`config.mk`:
```
export PLATFORM = sky130hd
export DESIGN_NAME = uart_byte_rx
export DESIGN_NICKNAME = d
export VERILOG_FILES = /design/src/rtl/uart_byte_rx.sv
export SDC_FILE = /design/constraint.sdc
export NUM_CORES = 1
export LEC_CHECK = 0
export ABC_AREA = 1
export CAP_MARGIN = 25
export CORE_UTILIZATION = 55
export CTS_BUF_LIST = sky130_fd_sc_hd__clkbuf_8
export DETAILED_ROUTE_END_ITERATION = 8
export GPL_ROUTABILITY_DRIVEN = 0
export PLACE_DENSITY = 0.81
export SETUP_SLACK_MARGIN = 0.15
export SLEW_MARGIN = 40
export SYNTH_ARGS = -nofsm -noshare
export SYNTH_HDL_FRONTEND = slang
export SYNTH_SLANG_ARGS = --single-unit
```
`constraint.sdc`:
```
create_clock -name clk -period 1.6 [get_ports clk]
set_input_delay 0.16 -clock clk [delete_from_list [all_inputs] [get_ports clk]]
set_output_delay 0.16 -clock clk [all_outputs]
set_load 0.03 [all_outputs]
```
`src/rtl/uart_byte_rx.sv`:
```
// uart_byte_rx: 8N1 UART byte receiver with selectable baud rate.
// A two-flop synchronizer feeds a third flop for falling-edge detection.
// After a start edge, the bit period is fixed for the rest of the frame.
// Each bit is sampled at its centre, and data bits arrive LSB first.
//
// Ports:
//   clk       - system clock; all logic runs on the rising edge
//   reset_n   - synchronous active-low reset
//   baud_set  - baud select: 0=9600, 1=19200, 2=38400, 3=57600,
//               4=115200, others=9600
//   uart_rx   - asynchronous serial input, idle high
//   data      - last byte received with a valid stop bit
//   rx_done   - one-cycle pulse when data is updated
//   frame_err - one-cycle pulse when the stop bit is low
//   rx_busy   - high from start-edge detect until the FSM returns to IDLE
module uart_byte_rx #(
  parameter int unsigned CLK_HZ = 50000000
) (
  input  logic       clk,
  input  logic       reset_n,
  input  logic [3:0] baud_set,
  input  logic       uart_rx,
  output logic [7:0] data,
  output logic       rx_done,
  output logic       frame_err,
  output logic       rx_busy
);

  localparam int unsigned CNT_W = 13;
  localparam int unsigned SEL_W = 4;
  localparam int unsigned DAT_W = 8;
  localparam int unsigned IDX_W = 3;

  // Bit periods in clocks. Each value is the integer part of CLK_HZ / baud.
  localparam logic [CNT_W-1:0] DIV_9600   = CNT_W'(CLK_HZ / 9600);
  localparam logic [CNT_W-1:0] DIV_19200  = CNT_W'(CLK_HZ / 19200);
  localparam logic [CNT_W-1:0] DIV_38400  = CNT_W'(CLK_HZ / 38400);
  localparam logic [CNT_W-1:0] DIV_57600  = CNT_W'(CLK_HZ / 57600);
  localparam logic [CNT_W-1:0] DIV_115200 = CNT_W'(CLK_HZ / 115200);

  typedef enum logic [2:0] {
    IDLE      = 3'd0,
    START     = 3'd1,
    DATA      = 3'd2,
    STOP      = 3'd3,
    WAIT_IDLE = 3'd4
  } state_t;

  state_t             state;
  state_t             state_nxt;
  logic               rx_s1;
  logic               rx_s2;
  logic               rx_s3;
  logic [1:0]         sync_vld;
  logic               armed;
  logic [SEL_W-1:0]   baud_q;
  logic [SEL_W-1:0]   baud_nxt;
  logic [CNT_W-1:0]   cnt;
  logic [CNT_W-1:0]   cnt_nxt;
  logic [IDX_W-1:0]   bit_idx;
  logic [IDX_W-1:0]   bit_idx_nxt;
  logic [DAT_W-1:0]   shreg;
  logic [DAT_W-1:0]   shreg_nxt;
  logic [DAT_W-1:0]   data_nxt;
  logic               done_nxt;
  logic               err_nxt;
  logic               busy_nxt;
  logic               start_edge;
  logic               sample_tick;
  logic [CNT_W-1:0]   period_new;
  logic [CNT_W-1:0]   period_cur;

  function automatic logic [CNT_W-1:0] bit_period(input logic [SEL_W-1:0] sel);
    case (sel)
      4'd1:    bit_period = DIV_19200;
      4'd2:    bit_period = DIV_38400;
      4'd3:    bit_period = DIV_57600;
      4'd4:    bit_period = DIV_115200;
      default: bit_period = DIV_9600;
    endcase
  endfunction

  assign period_new  = bit_period(baud_set);
  assign period_cur  = bit_period(baud_q);
  // armed stays clear until a real high level has passed the synchronizer,
  // so a line held low across reset release cannot look like a start edge.
  assign start_edge  = armed & rx_s3 & ~rx_s2;
  assign sample_tick = (cnt == '0);

  // Synchronizer, edge-detect flop and post-reset line qualification.
  always_ff @(posedge clk) begin
    if (!reset_n) begin
      rx_s1    <= 1'b1;
      rx_s2    <= 1'b1;
      rx_s3    <= 1'b1;
      sync_vld <= '0;
      armed    <= 1'b0;
    end else begin
      rx_s1    <= uart_rx;
      rx_s2    <= rx_s1;
      rx_s3    <= rx_s2;
      sync_vld <= {sync_vld[0], 1'b1};
      armed    <= armed | (sync_vld[1] & rx_s2);
    end
  end

  // State register.
  always_ff @(posedge clk) begin
    if (!reset_n) begin
      state <= IDLE;
    end else begin
      state <= state_nxt;
    end
  end

  // Next-state logic.
  always_comb begin
    state_nxt = state;
    case (state)
      IDLE: begin
        if (start_edge) state_nxt = START;
      end
      START: begin
        if (sample_tick) state_nxt = rx_s2 ? IDLE : DATA;
      end
      DATA: begin
        if (sample_tick && (bit_idx == IDX_W'(DAT_W - 1))) state_nxt = STOP;
      end
      STOP: begin
        if (sample_tick) state_nxt = rx_s2 ? IDLE : WAIT_IDLE;
      end
      WAIT_IDLE: begin
        if (rx_s2) state_nxt = IDLE;
      end
      default: state_nxt = IDLE;
    endcase
  end

  // Datapath and output next values.
  always_comb begin
    // The counter saturates at zero instead of wrapping.
    cnt_nxt     = (cnt != '0) ? (cnt - CNT_W'(1)) : cnt;
    baud_nxt    = baud_q;
    bit_idx_nxt = bit_idx;
    shreg_nxt   = shreg;
    data_nxt    = data;
    done_nxt    = 1'b0;
    err_nxt     = 1'b0;
    case (state)
      IDLE: begin
        if (start_edge) begin
          // Load half a period first so that every sample lands mid-bit.
          baud_nxt    = baud_set;
          cnt_nxt     = (period_new >> 1) - CNT_W'(1);
          bit_idx_nxt = '0;
        end
      end
      START: begin
        if (sample_tick) begin
          cnt_nxt = rx_s2 ? '0 : (period_cur - CNT_W'(1));
        end
      end
      DATA: begin
        if (sample_tick) begin
          shreg_nxt   = {rx_s2, shreg[DAT_W-1:1]};
          bit_idx_nxt = bit_idx + IDX_W'(1);
          cnt_nxt     = period_cur - CNT_W'(1);
        end
      end
      STOP: begin
        if (sample_tick) begin
          cnt_nxt = '0;
          if (rx_s2) begin
            data_nxt = shreg;
            done_nxt = 1'b1;
          end else begin
            err_nxt = 1'b1;
          end
        end
      end
      default: ;
    endcase
    busy_nxt = (state_nxt != IDLE);
  end

  // Datapath and output registers.
  always_ff @(posedge clk) begin
    if (!reset_n) begin
      baud_q    <= '0;
      cnt       <= '0;
      bit_idx   <= '0;
      shreg     <= '0;
      data      <= '0;
      rx_done   <= 1'b0;
      frame_err <= 1'b0;
      rx_busy   <= 1'b0;
    end else begin
      baud_q    <= baud_nxt;
      cnt       <= cnt_nxt;
      bit_idx   <= bit_idx_nxt;
      shreg     <= shreg_nxt;
      data      <= data_nxt;
      rx_done   <= done_nxt;
      frame_err <= err_nxt;
      rx_busy   <= busy_nxt;
    end
  end

endmodule

```
==> results of run 1 <==
## power by group through the flow
stage          Combinational (W)  Clock [W]  Sequential, W
6_report                 0.00268   0.000924        0.00144
5_1_grt                  0.00291   0.000984        0.00145
4_1_cts                  0.00232   0.000930        0.00142
3_5_place_dp             0.00184          0        0.00144
3_3_place_gp             0.00180          0        0.00144
2_1_floorplan            0.00136          0        0.00143
## stage by stage
| stage | std cells | instance area [µm²] | hold slack [ns] |
|---|---|---|---|
| 4_1_cts | 504 | 3450 | 0.310 |
| 3_3_place_gp | 473 | 3080 | 0.397 |
| 6_report | 508 | 3590 | 0.319 |
| 2_1_floorplan | 385 | 2690 | 0.188 |
| 5_1_grt | 508 | 3590 | 0.331 |
| 3_5_place_dp | 473 | 3080 | 0.398 |
## cell type report
type,instances,share of cell area
Timing Repair Buffer,68,0.155
Clock inverter,3,0.0129
Multi-Input combinational cell,274,0.458
Timing Repair inverter,1,0.00209
Tap cell,52,0.0181
Clock buffer,5,0.0192
Sequential cell,48,0.271
Inverter,57,0.0641
## worst max-delay path: cells and delay by family, from the launching register on
family	cells	cell delay, ns
AO/OA/AOI/OAI	2	0.33
buffers and inverters	2	0.25
flip-flops	1	0.35
AND/OR/NAND/NOR	5	0.62
## per-layer routing
layer	wire, µm	up-vias	global-route usage	share of wire
li1	-	1366	-	-
met1	3210	1338	0.370	0.42
met2	3730	106	0.498	0.49
met3	450	25	0.0534	0.059
met4	219	0	0.109	0.029
met5	0	-	0	0
## repair_timing
action	CTS	global route
pin swaps	18	10
buffers inserted	21	2
cloned	2	2
setup endpoints to repair	45	41
resized for setup	54	31
## worst min path at each step
stage / startpoint / to / depth (start not counted)
finish: baud_set[2] / baud_q[2] / 3
global route: baud_set[2] / baud_q[2] / 3
CTS: baud_set[2] / baud_q[2] / 3
detailed placement: rx_s1 / rx_s2 / 1
global placement: sync_vld[0] / sync_vld[1] / 2
floorplan: reset_n / sync_vld[0] / 0
## cells in the final DEF, fill, tap and decap left out, types with 2 or more instances in the layout
cell type / synthesis / layout
sky130_fd_sc_hd__a21oi_1: 29 / 26
sky130_fd_sc_hd__a21oi_2: 2 / 5
sky130_fd_sc_hd__buf_4: 2 / 47
sky130_fd_sc_hd__buf_6: 3 / 4
sky130_fd_sc_hd__clkbuf_8: 0 / 5
sky130_fd_sc_hd__clkdlybuf4s50_1: 0 / 4
sky130_fd_sc_hd__clkinvlp_4: 0 / 3
sky130_fd_sc_hd__dfxtp_1: 48 / 40
sky130_fd_sc_hd__dfxtp_2: 0 / 7
sky130_fd_sc_hd__dlygate4sd2_1: 0 / 12
sky130_fd_sc_hd__ha_1: 8 / 5
sky130_fd_sc_hd__ha_4: 0 / 3
sky130_fd_sc_hd__inv_1: 52 / 48
sky130_fd_sc_hd__inv_2: 4 / 5
sky130_fd_sc_hd__inv_4: 0 / 2
sky130_fd_sc_hd__nand2_1: 72 / 66
sky130_fd_sc_hd__nand2_2: 5 / 9
sky130_fd_sc_hd__nand2_4: 2 / 5
sky130_fd_sc_hd__nand3_1: 28 / 26
sky130_fd_sc_hd__nand3_2: 3 / 5
sky130_fd_sc_hd__nand3_4: 2 / 4
sky130_fd_sc_hd__nand4_1: 2 / 2
sky130_fd_sc_hd__nor2_1: 55 / 47
sky130_fd_sc_hd__nor2_2: 7 / 11
sky130_fd_sc_hd__nor2_4: 1 / 5
sky130_fd_sc_hd__o21ai_0: 32 / 16
sky130_fd_sc_hd__o21ai_1: 1 / 13
sky130_fd_sc_hd__o21ai_2: 1 / 5
sky130_fd_sc_hd__or2_2: 2 / 2
sky130_fd_sc_hd__xnor2_1: 3 / 2
sky130_fd_sc_hd__xor2_1: 3 / 3
## registers in the layout, summed over array words and instances (netlist names)
register,cells
frame_err,1
rx_s1,1
sync_vld,2
shreg,8
bit_idx,3
cnt,13
state,3
rx_done,1
baud_q,4
data,8
rx_s2,1
rx_busy,1
rx_s3,1
armed,1
## cell families after synthesis
kind of cell / count (synthesis) / share of synthesized area
AOI/OAI and AO/OA: 71 / 0.143
buffers and inverters: 66 / 0.105
xor gates and xnor gates: 6 / 0.0197
and+or+nand+nor: 186 / 0.334
DFF: 48 / 0.361
adders and majority gates: 8 / 0.0376
==> impl_summary.md, run 1 <==
Setup path
The maximum single-stage delay on the critical path is 0.35 ns. The critical path ends at rx_busy. The required time at the worst-slack endpoint is 1.80 ns. Walking the worst path, the cells encountered are nor2_2, nand2_2, nor2_8, nand2_4, buf_4, inv_8, o21ai_0, o21ai_1, nand3_1. The startpoint of the most critical register-to-register path is cnt[7]. In this run the worst path has a maximum fanout of 7.

The slowest stage of the critical path belongs to the cell sky130_fd_sc_hd__dfxtp_2. The endpoint kind of the worst setup timing path is a flop. For the worst setup path, the data arrival time is 1.89 ns. The startpoint kind of the worst setup timing path is a flop. The setup slack on the worst flop-to-flop path is -0.09 ns. The critical path is of the flop to flop type.

The worst flop-to-flop path endpoint is rx_busy. In this run the worst setup path begins at cnt[7]. Counting cells, the worst reg-to-reg path comes to 9.

Logic synthesis
By count the netlist is led by sky130_fd_sc_hd__nand2_1 (72), sky130_fd_sc_hd__nor2_1 (55), sky130_fd_sc_hd__inv_1 (52). The dominant cell type by area after synthesis is sky130_fd_sc_hd__dfxtp_1. The share of synthesized area in the top cell type comes to 0.361. For this run, the register share of the synthesized area comes to 0.361.

During synthesis, Yosys emitted a total of 0 warnings. For this run, the leading register cell type out of synthesis is sky130_fd_sc_hd__dfxtp_1. The area of the mapped netlist is 0.00266 mm². Sorting the synthesized cells by area gives the leading types as sky130_fd_sc_hd__dfxtp_1 (36%), sky130_fd_sc_hd__nand2_1 (10%), sky130_fd_sc_hd__nor2_1 (7.8%), sky130_fd_sc_hd__inv_1 (7.3%), sky130_fd_sc_hd__o21ai_0 (6.0%). The share of synthesized flip-flops with an asynchronous set or reset is 0. The most frequent cell after synthesis is sky130_fd_sc_hd__nand2_1.

The number of enable-type register cells in the synthesized netlist is 0. Averaged over all synthesized cells, the footprint is 6.92 µm². The number of distinct standard cells referenced by the synthesized netlist is 36.

The number of synthesized register bits is 48. Synthesis handed over a netlist of 385 instances. The post-synthesis net count is 400.

STA
At the pin with the least slew margin, the transition time is 0.315 ns. The final cycle utilization of the critical path is 1.06. The setup clock skew after layout is 0.00406 ns. The sum of negative setup slack is -0.302 ns. Setup repair after global routing could not meet its margin everywhere. In this run the tightest slew margin relative to its limit is 0.787.

The number of failing hold endpoints at the final stage is 0. Subtracting the final worst setup slack from the clock period gives 1.69 ns. Across all setup checks in the final design, the least slack found is -0.0882 ns. The max-slew violation count is 0. The final setup violation count is 9. Derived from the worst setup path, the maximum achievable clock frequency is 592 MHz.

Power and ir drop
The portion of total power attributed to combinational logic is 0.531. The total power density per cell area is 1410 mW/mm². The net switching power is 0.00204 W. The leakage dissipation is 1.80 nW. The internal power is 0.00301 W. The worst supply voltage drop on vdd is 745 µV. Of the total power, registers draw 0.286. The switching power as a share of total power is 0.404. Of the total power, the clock network draws 0.183. The power after layout is 0.00505 W.

Routing
The post-detailed-routing wire length is 7.62 mm. After detailed routing, the number of vias per cell comes to 5.58. Once detail routing completed, the nets flagged for antenna violations numbered 0. In the final routed layout, each cell accounts on average for 15.0 µm. The first routing iteration left 242 violations. The DRC violation count after routing is 0. The routed layout has 2835 vias. The pre-antenna-repair detailed-routing pass consisted of 5 iterations.

Cells and area
In the final layout, the share of cells above drive strength 1 is 0.303. The count of filler cells inserted in the layout is 301. The footprint of the multi-input gates is 0.00165 mm².

The fraction of the core area covered by cells at the end of the flow is 0.798. The net total in the final layout is 470. The synthesis-to-layout area growth is 35.0%.

The count of antenna diodes in the layout is 0. Summing all flip-flop and latch instances after layout gives 973 µm².

Global routing
For this run, the total global-route usage over all layers was measured as 0.292. The first-pass GRT wire length is 11.6 mm. The number of global-route vias before repair is 2522. Entering global routing, the biggest net connects 30 pins. The number of antenna violations at the first check in global routing came to 0.

Summed over all layers, the global routing overflow is 0.

Worst hold path
The worst hold-check path type is primary input to flop.

Placement
The number of buffer cells added on primary ports is 17. At the placement stage, the worst setup path has a slack of -0.268 ns. Once detailed placement completed, the half-perimeter wirelength came to 4.65 mm.

Clock tree
The tree is rooted in a sky130_fd_sc_hd__clkbuf_8. At the later pin of the worst-skew pair, clock insertion delay measures 0.31 ns. The H-tree was split into 2 levels.

Hold repair after CTS inserted 0 buffers. Counting along the longest clock path gives a buffer depth of 2. After clock tree synthesis, the clock-pin slew on the worst setup and hold paths is 0.09 ns. Clock tree synthesis inserted a total of 5 buffers. The clock tree from TritonCTS is built. The clock sink count is 48.

Floorplan
Row generation in the floorplan step produced 24 rows. The area of the core is 0.00450 mm². Measured along the x axis, the die boundary spans 71.6 µm. The number of I/O pins is 18. The height of the chip is 71.6 µm. The full die area is 0.00512 mm².

For this configuration, the core starts out at a cell density of 0.591.

Outcome
The flow ran to the end, but the final reports show violations. The final reports fail on negative setup slack.

Job
The number of max-capacitance violations reported is 0.
Power figures use the tool's default switching activity.
==> run 2, diff against run 1 <==
- SLEW_MARGIN: 40 -> 20
==> results of run 2 <==
Same layout as run 1: the final DEF is identical, and so are final timing and power.
==> run 3, diff against run 2 <==
- CAP_MARGIN: 25 -> 20
- CORE_MARGIN: default -> 2
==> impl_summary.md, run 3 (synthesis gave the netlist of run 1 again) <==
Placement
The number of buffer cells added on primary ports is 17. Once placement finished, the instance area stood at 0.00313 mm². Counting tap cells, the placed design contains a total of 482 instances. Summed over all nets, the half-perimeter wirelength after detailed placement is 4.74 mm.

STA
Of the available clock period, the critical path in the final layout requires 1.02. The sum of negative setup slack is -0.123 ns. Setup repair after global routing could not meet its margin everywhere. The worst slew margin relative to its limit is 0.653.

The post-layout worst setup margin is -0.0388 ns. The max-slew violation count is 0. Setup violations remaining at the end of the flow were counted as 9. The worst-margin pin slew is 0.520 ns.

The clock arrives with 0.0107 ns of skew. The final critical-path required period is 1.64 ns. Based on the critical path, the design can be clocked at up to 610 MHz.

The number of failing hold endpoints at the final stage is 0.

Power and ir drop
The total power density per cell area is 1360 mW/mm². The leakage dissipation is 1.89 nW. IR analysis of the VDD net gives a maximum drop of 666 µV.

Routing
After detailed routing, the average wire length per cell comes to 15.1 µm. For this block, the via count after detailed routing is 2852. The DRC violation count after routing is 0. Before antenna repair, the detailed router went through 5 iterations. After the first detailed-routing iteration, the DRC count stood at 174. The via-per-instance ratio is 5.50.

The count of nets left with antenna violations once routing finished came out at 0. The post-detailed-routing wire length is 7.82 mm.

Clock tree
Clock-pin slew was measured on the worst setup and hold paths at 0.10 ns. The clock tree synthesis step divided the H-tree into 2 levels. No sink is reached through more buffers than the 2 on the longest clock path. Counting every sink on the clock net gives 48. The clock tree from TritonCTS is built.

Clock tree synthesis inserted a total of 5 buffers. The latest clock arrival within the worst-skew pair is 0.32 ns. After clock tree synthesis, the flow added hold-fix buffers numbering 0. The clock tree root buffer cell is sky130_fd_sc_hd__clkbuf_8.

Floorplan
The area of the core is 0.00469 mm². The number of I/O pins is 18. The width of the chip is 73.6 µm.

The starting density of the core is 0.567. The die is 73.6 µm tall. The initialized floorplan defines 25 standard-cell rows. The die covers 0.00541 mm².

Setup path
The endpoint kind of the worst setup timing path is a flop. In this run the worst path has a maximum fanout of 8. The largest individual stage delay along the critical path comes from the cell sky130_fd_sc_hd__dfxtp_4. The most prevalent standard cell on the critical path is sky130_fd_sc_hd__nand2_4. The data arrival time of the critical path is 1.89 ns. The largest single stage delay on the critical path is 0.36 ns. The number of buffers and inverters on the critical path is 4. At the worst endpoint, the required time is 1.85 ns. The cell type group with the largest total delay on the critical path is buffers and inverters. The signal on the critical path passes through inv_4, ha_4, nand2_4, nor2_4, nand2_4, buf_4, clkinv_4, nand3_4, buf_6, a21oi_1. The critical path start-end classification is flop to flop. The startpoint kind of the worst setup timing path is a flop.

Job
Across the run, the number of max-cap violations was 0.

Cells and area
For this run, the share of the core covered by cells in the final layout is 0.797. The top cell types in the final layout, fill and taps aside, are sky130_fd_sc_hd__nand2_1 (61), sky130_fd_sc_hd__buf_4 (54), sky130_fd_sc_hd__inv_1 (44), sky130_fd_sc_hd__nor2_1 (44), sky130_fd_sc_hd__dfxtp_1 (41). The net total in the final layout is 479. The cell area after layout is 0.00374 mm². The number of antenna diodes in the final layout is 0.

The synthesis-to-layout area growth is 40.4%. The register with the most flip-flops in the layout has 13 of them. Leaving out filler cells and counting taps, the final layout contains 519. The most common library cell in the layout ignoring fill and taps is sky130_fd_sc_hd__nand2_1. Of the cells placed in the final design, the portion with a size suffix greater than 1 is 0.346. The largest register by flop count is cnt. The footprint of the multi-input gates is 0.00169 mm². Fill cells in the final layout number 295. Registers take 975 µm². The largest registers in the layout are cnt: 13 flops, data: 8 flops, shreg: 8 flops.

Outcome
The checks that failed: negative setup slack. The run finished, with violations left.

Global routing
The leftover overflow at the end of global routing is 0. The first global-routing pass estimated 11.5 mm of wire. The maximum number of pins on one net before global-route repair is 30.

The number of global-route vias before repair is 2538. The number of antenna violations at the first check in global routing is 0. The combined global-route utilization of all metal layers is 0.275.

Worst hold path
The worst hold-check path type is primary input to flop.
==> run 3: cell types whose count changed in the layout (fill, tap and decap cells not counted), moves of 3 or more <==
cell | before | now
sky130_fd_sc_hd__nand2_1 | 66 | 61
sky130_fd_sc_hd__nor2_1 | 47 | 44
sky130_fd_sc_hd__nand3_1 | 26 | 19
sky130_fd_sc_hd__inv_2 | 5 | 8
sky130_fd_sc_hd__nand2_4 | 5 | 8
sky130_fd_sc_hd__nor2_4 | 5 | 9
sky130_fd_sc_hd__inv_1 | 48 | 44
sky130_fd_sc_hd__buf_4 | 47 | 54
sky130_fd_sc_hd__buf_6 | 4 | 8
sky130_fd_sc_hd__nand3_2 | 5 | 12
==> run 3: report_power, final <==
group / switching (W) / internal (W)
registers: 0.000113 / 0.00132
logic: 0.00150 / 0.00123
clock network: 0.000449 / 0.000471
total: 0.00206 / 0.00302
==> run 3: worst register-to-register path, delay by kind of cell, from the launching register on <==
kind,cells,cell delay [ns]
buf+inv,4,0.48
simple gates,4,0.45
flops,1,0.36
fa+ha+maj,1,0.14
compound gates,1,0.14
==> run 3: layer usage <==
| metal | track usage | share of wire | up-vias |
|---|---|---|---|
| li1 | - | - | 1390 |
| met5 | 0 | 0 | - |
| met4 | 0.0788 | 0.023 | 0 |
| met2 | 0.482 | 0.51 | 106 |
| met3 | 0.0604 | 0.064 | 20 |
| met1 | 0.336 | 0.40 | 1336 |
==> run 3: cell type report <==
cell class,count,area share
multi-input combinational,273,0.453
sequential,48,0.261
timing repair buffer,79,0.176
inverter,57,0.0616
clock buffer,5,0.0184
tap,54,0.0181
clock inverter,3,0.0124
==> run 3: stage by stage <==
stage / hold WS, ns / total power, W / worst slack [ns]
after CTS: 0.396 / 0.00461 / 0.00931
after global routing: 0.360 / 0.00538 / -0.125
after global placement: 0.395 / 0.00335 / -0.219
after detailed placement: 0.398 / 0.00341 / -0.315
after floorplan: 0.188 / 0.00279 / 0.0594
final: 0.325 / 0.00508 / -0.0388
==> run 3: path summary, 6_finish.rpt <==
path / startpoint / to / slack, ns / cells after the start
worst min register to register: rx_s1 / rx_s2 / 0.42 / 1
worst min-delay path: baud_set[1] / baud_q[1] / 0.32 / 3
worst max register to register: cnt[0] / data[6] / -0.04 / 10
worst max-delay path: cnt[0] / data[6] / -0.04 / 10
==> run 3: what timing repair did <==
item | CTS | global route
setup buffers | 16 | 11
pin swaps | 14 | 36
gates resized for setup | 33 | 75
gates cloned | 2 | 0
setup endpoints to repair | 45 | 37
